[src/rtl/inst_fetch_unit_pkg.sv]
// inst_fetch_unit_pkg: shared constants and queue entry type for the fetch stage
package inst_fetch_unit_pkg;
  localparam logic [31:0] IF_RESET_PC = 32'h0000_0000;
  localparam int IF_QUEUE_DEPTH = 2;
  typedef struct packed {
    logic [31:0] pc;
    logic [31:0] inst;
  } fetch_entry_t;
endpackage

[src/rtl/inst_fetch_unit_fetch_fifo.sv]
// inst_fetch_unit_fetch_fifo: flushable queue of fetched {pc, inst} pairs with zeroed head when empty
module inst_fetch_unit_fetch_fifo
  import inst_fetch_unit_pkg::*;
#(
  parameter int DEPTH = IF_QUEUE_DEPTH,
  localparam int AW = $clog2(DEPTH),
  localparam int CW = $clog2(DEPTH + 1)
) (
  input  logic         clk,
  input  logic         rst,
  input  logic         flush,
  input  logic         push,
  input  logic         pop,
  input  fetch_entry_t wdata,
  output logic [CW-1:0] count,
  output logic         valid,
  output fetch_entry_t head
);
  fetch_entry_t mem [DEPTH];
  logic [AW-1:0] rd_ptr, wr_ptr;
  function automatic logic [AW-1:0] nxt(input logic [AW-1:0] p);
    return p == AW'(DEPTH - 1) ? '0 : p + AW'(1);
  endfunction
  assign valid = count != '0;
  assign head = valid ? mem[rd_ptr] : '0;
  always_ff @(posedge clk) begin
    if (rst || flush) begin
      rd_ptr <= '0;
      wr_ptr <= '0;
      count <= '0;
    end else begin
      assert (!push || pop || count < CW'(DEPTH));
      if (push) begin
        mem[wr_ptr] <= wdata;
        wr_ptr <= nxt(wr_ptr);
      end
      if (pop) rd_ptr <= nxt(rd_ptr);
      count <= count + CW'(push) - CW'(pop);
    end
  end
endmodule

[src/rtl/inst_fetch_unit.sv]
// inst_fetch_unit: IF stage issuing IROM fetches, buffering responses and handling redirects
module inst_fetch_unit
  import inst_fetch_unit_pkg::*;
#(
  parameter logic [31:0] RESET_PC = IF_RESET_PC,
  parameter int DEPTH = IF_QUEUE_DEPTH
) (
  input  logic        cpu_clk,
  input  logic        cpu_rst,
  output logic        irom_req,
  output logic [31:0] irom_addr,
  input  logic [31:0] irom_rdata,
  input  logic        redirect_valid,
  input  logic [31:0] redirect_pc,
  output logic        if_valid,
  input  logic        if_ready,
  output logic [31:0] if_pc,
  output logic [31:0] if_pc4,
  output logic [31:0] if_inst
);
  localparam int CW = $clog2(DEPTH + 1);
  localparam int OW = CW + 1;
  logic [31:0] pc_q, inflight_pc, target;
  logic inflight, pop, push;
  logic [CW-1:0] count;
  logic [OW-1:0] occupancy;
  fetch_entry_t head, entry;
  assign target = {redirect_pc[31:2], 2'b00};
  assign pop = if_valid & if_ready & ~redirect_valid;
  assign push = inflight & ~redirect_valid;
  assign occupancy = OW'(count) + OW'(inflight) - OW'(pop);
  assign irom_req = ~cpu_rst & (redirect_valid | (occupancy < OW'(DEPTH)));
  assign irom_addr = redirect_valid ? target : pc_q;
  assign entry = '{pc: inflight_pc, inst: irom_rdata};
  assign if_pc = head.pc;
  assign if_inst = head.inst;
  assign if_pc4 = if_valid ? head.pc + 32'd4 : '0;
  always_ff @(posedge cpu_clk) begin
    if (cpu_rst) begin
      pc_q <= RESET_PC;
      inflight <= 1'b0;
      inflight_pc <= '0;
    end else begin
      inflight <= irom_req;
      if (irom_req) begin
        inflight_pc <= irom_addr;
        pc_q <= irom_addr + 32'd4;
      end
    end
  end
  inst_fetch_unit_fetch_fifo #(.DEPTH(DEPTH)) u_fifo (
    .clk(cpu_clk),
    .rst(cpu_rst),
    .flush(redirect_valid),
    .push(push),
    .pop(pop),
    .wdata(entry),
    .count(count),
    .valid(if_valid),
    .head(head)
  );
endmodule

[config.mk]
export PLATFORM = sky130hd
export DESIGN_NAME = inst_fetch_unit
export DESIGN_NICKNAME = d
export VERILOG_FILES = /design/src/rtl/inst_fetch_unit_pkg.sv /design/src/rtl/inst_fetch_unit_fetch_fifo.sv /design/src/rtl/inst_fetch_unit.sv
export SDC_FILE = /design/constraint.sdc
export NUM_CORES = 1
export LEC_CHECK = 0
export ABC_AREA = 1
export CAP_MARGIN = 10
export CORE_MARGIN = 1.5
export CORE_UTILIZATION = 31
export DETAILED_ROUTE_END_ITERATION = 12
export GPL_TIMING_DRIVEN = 0
export MAX_ROUTING_LAYER = met4
export PLACE_DENSITY = 0.58
export SKIP_LAST_GASP = 1
export SYNTH_ARGS = -nofsm -noshare
export SYNTH_HDL_FRONTEND = slang
export SYNTH_SLANG_ARGS = --single-unit
[constraint.sdc]
create_clock -name cpu_clk -period 12.5 [get_ports cpu_clk]
set_input_delay 3.125 -clock cpu_clk [delete_from_list [all_inputs] [get_ports cpu_clk]]
set_output_delay 3.125 -clock cpu_clk [all_outputs]
set_load 0.05 [all_outputs]
==> flow_metrics.tcl <==
set metrics [dict create \
    drive_above_1_share_pct 10.8 \
    grt_first_pass_wirelength_mm 46.2 \
    max-cap-violations 0 \
    cts-root-buf "clkbuf_16" \
    path_common_cell "buf_4" \
    start_util_pct 31.6 \
    dr.pass1.iters 5 \
    setup_ws_ns 2.02 \
    end_kind "output pin" \
    met3_usage_pct 2.87 \
    path_cells "clkdlybuf4s50_1 > buf_4 > buf_4 > buf_2 > nor2_1 > ha_1 > nor2_1 > fa_1 > inv_1 > nand3_2 > nand2_2 > nand2_1 > inv_1 > buf_4 > buf_4 > clkdlybuf4s50_1" \
    cts_tree "built" \
    worst_pin_slew_ns 0.864 \
    cp_data_arrival_time_ns 7.36 \
    syn_area_sq_mm 0.0100 \
    cts_max_path_buffers 2 \
    max_stage_delay_ns 0.84 \
    p_leak_nw 5.50 \
    grt_overflow 0 \
    synth_warnings 0 \
    cts.sinks 196 \
    gp_congestion 0.935 \
    final_area_sq_mm 0.0132 \
    clock_latency_ns 0.44 \
    layout_common_cells "nand2_1 (425), clkdlybuf4s50_1 (194), inv_1 (139)" \
    hpwlAfterDp_mm 23.3 \
    slowest_stage "clkdlybuf4s50_1" \
    remaining_drc_errors 0 \
    synth_edf_count 128 \
    grt_use_met2_pct 28.1 \
    clock_skew_ns 0.0126 \
    synth_top_flop_cell "edfxtp_1" \
    wire_per_inst_um 15.6 \
    slew_violations 0 \
    met1_usage_pct 25.5 \
    p_per_area_mw_per_mm2 119 \
    core_sq_mm 0.0316 \
    hold_viol 0 \
    relSlewSlack_pct 42.1 \
    grt_pass1_vias 8332 \
    ys_types 43 \
    cp-start-kind "input pin" \
    synthArstFlopShare_pct 0 \
    finalSetupViolations 0 \
    multi_input_area_sq_mm 0.00394 \
    portBuffers 194 \
    hold_buffers 0 \
    dp_slack_ns 2.01 \
    synth_seq_cells 196 \
    vdd_drop_max_uv 95.0 \
    hold_path.class "reg2reg" \
    nets 1548 \
    post_cts_resized 0 \
    track_usage_pct 18.5 \
    syn_avg_cell_area_sq_um 8.03 \
    regArea_sq_mm 0.00520 \
    io_pins 198 \
    status "completed" \
    required_ns 9.38 \
    die-height_um 183 \
    drtIter0Drc 566 \
    syn_nets 1319 \
    post-cts-setup-buffers 0 \
    drt-vias-per-instance 4.62 \
    grt_setup_unrepaired "no" \
    mostFrequentLayoutCell "nand2_1" \
    final.fill_count 3163 \
    crit_type "in2out" \
    grt_busiest_layer "met2" \
    rows 65 \
    syn_inst 1245 \
    finalPower_mw 1.58 \
    ant_nets 0 \
    antenna_cells 0 \
    area_growth_pct 32.4 \
    num_vias 8722 \
    ys_seq_area_share_pct 52.0 \
    placed_cell_area_sq_mm 0.0126 \
    clk_pin_slew_ns 0.08 \
    grt_max_degree 25 \
    worstPathMaxFanout 10 \
    wl_mm 29.5 \
    fin_crit_sh_pct 83.9 \
    dieArea_sq_mm 0.0333 \
    max_clock_freq_mhz 95.4 \
    min_period_ns 10.48 \
    die_w_um 183 \
    antenna_found_initial 0 \
    htreeDepth 4 \
    cts_made_buffers 17 \
]
[area by class of cell]
class | count | share of cell area (%)
plain buffers | 47 | 2.31
clock buffers | 17 | 3.21
clock inverters | 15 | 1.65
inverters | 151 | 4.28
multi-input cells | 851 | 29.7
flip-flops and latches | 196 | 39.3
well taps | 402 | 3.80
repair buffers | 210 | 15.7
[registers in the layout, summed over array words and instances, names as in the netlist, named ones only]
| name | flops |
|---|---|
| u_fifo.rd_ptr | 1 |
| u_fifo.mem | 128 |
| u_fifo.count | 2 |
| pc_q | 32 |
| inflight_pc | 30 |
| u_fifo.wr_ptr | 1 |
| inflight | 1 |
[layer usage]
metal | wire length, um | part of all wire (%)
met5 | 0 | 0
met4 | 559 | 1.9
met3 | 1660 | 5.6
met2 | 12900 | 44
met1 | 14400 | 49
[report_power, final]
| group | total (mW) | switching [mW] | internal [mW] | leakage (nW) |
|---|---|---|---|---|
| logic | 0.268 | 0.180 | 0.0881 | 3.46 |
| registers | 0.733 | 0.0154 | 0.718 | 1.74 |
| clock network | 0.578 | 0.294 | 0.285 | 0.309 |
| total | 1.58 | 0.489 | 1.09 | 5.50 |
[worst max-delay path, delay by kind of cell]
family                     cells  cell delay [ns]
and+or+nand+nor                5             0.79
buffers and inverters          9             2.69
adders and majority gates      2             0.73
[Yosys cell counts (4+ instances only)]
library cell  number  share of area, %
clkbuf_1          12              0.45
nor2_1           123               4.6
nor2_2            15              0.94
nand3_1           75               3.8
xor2_1            11              0.96
nor3_2             4              0.40
buf_2              7              0.35
buf_4             12              0.90
nand2_2           31               1.9
nor3_1             8              0.40
ha_1               5              0.63
buf_1              6              0.23
o21ai_1            6              0.30
inv_1            139               5.2
nand4_1            8              0.50
buf_6             10               1.1
a32o_1             4              0.40
edfxtp_1         128                38
or2_2              4              0.25
nand2_1          425                16
o21ai_0           45               2.3
a31oi_1            6              0.38
inv_2             12              0.45
nor2_4             7              0.79
dfxtp_1           68                14
a21oi_1           48               2.4
[final timing paths]
path	start	end	depth (start not counted)	slack [ns]
hold / removal	pc_q[0]	u_fifo.mem[1][32]	0	0.46
hold reg to reg	pc_q[0]	u_fifo.mem[1][32]	0	0.46
setup reg to reg	u_fifo.count[0]	pc_q[7]	17	8.64
setup / recovery	redirect_valid	irom_req	16	2.02
[metrics by stage]
step	hold slack (ns)	utilization [%]	instances	setup TNS [ns]
floorplan	0.420	-	1245	0
detailed placement	0.441	39.8	1857	0
finish	0.459	41.9	1889	0
global route	0.479	41.9	1889	0
global placement	0.432	39.3	1841	-142.07
CTS	0.461	41.9	1889	0
[cells by family (layout without fill, tap and decap cells)]
family	after synthesis	in the layout	synth area share [%]
XOR/XNOR	12	12	1.05
AO/OA/AOI/OAI	120	120	6.67
adder cells (fa/ha/maj)	6	6	0.826
flip-flops	196	196	52.0
AND/OR/NAND/NOR	713	713	30.7
buffers and inverters	198	440	8.72
Power figures use the tool's default switching activity.
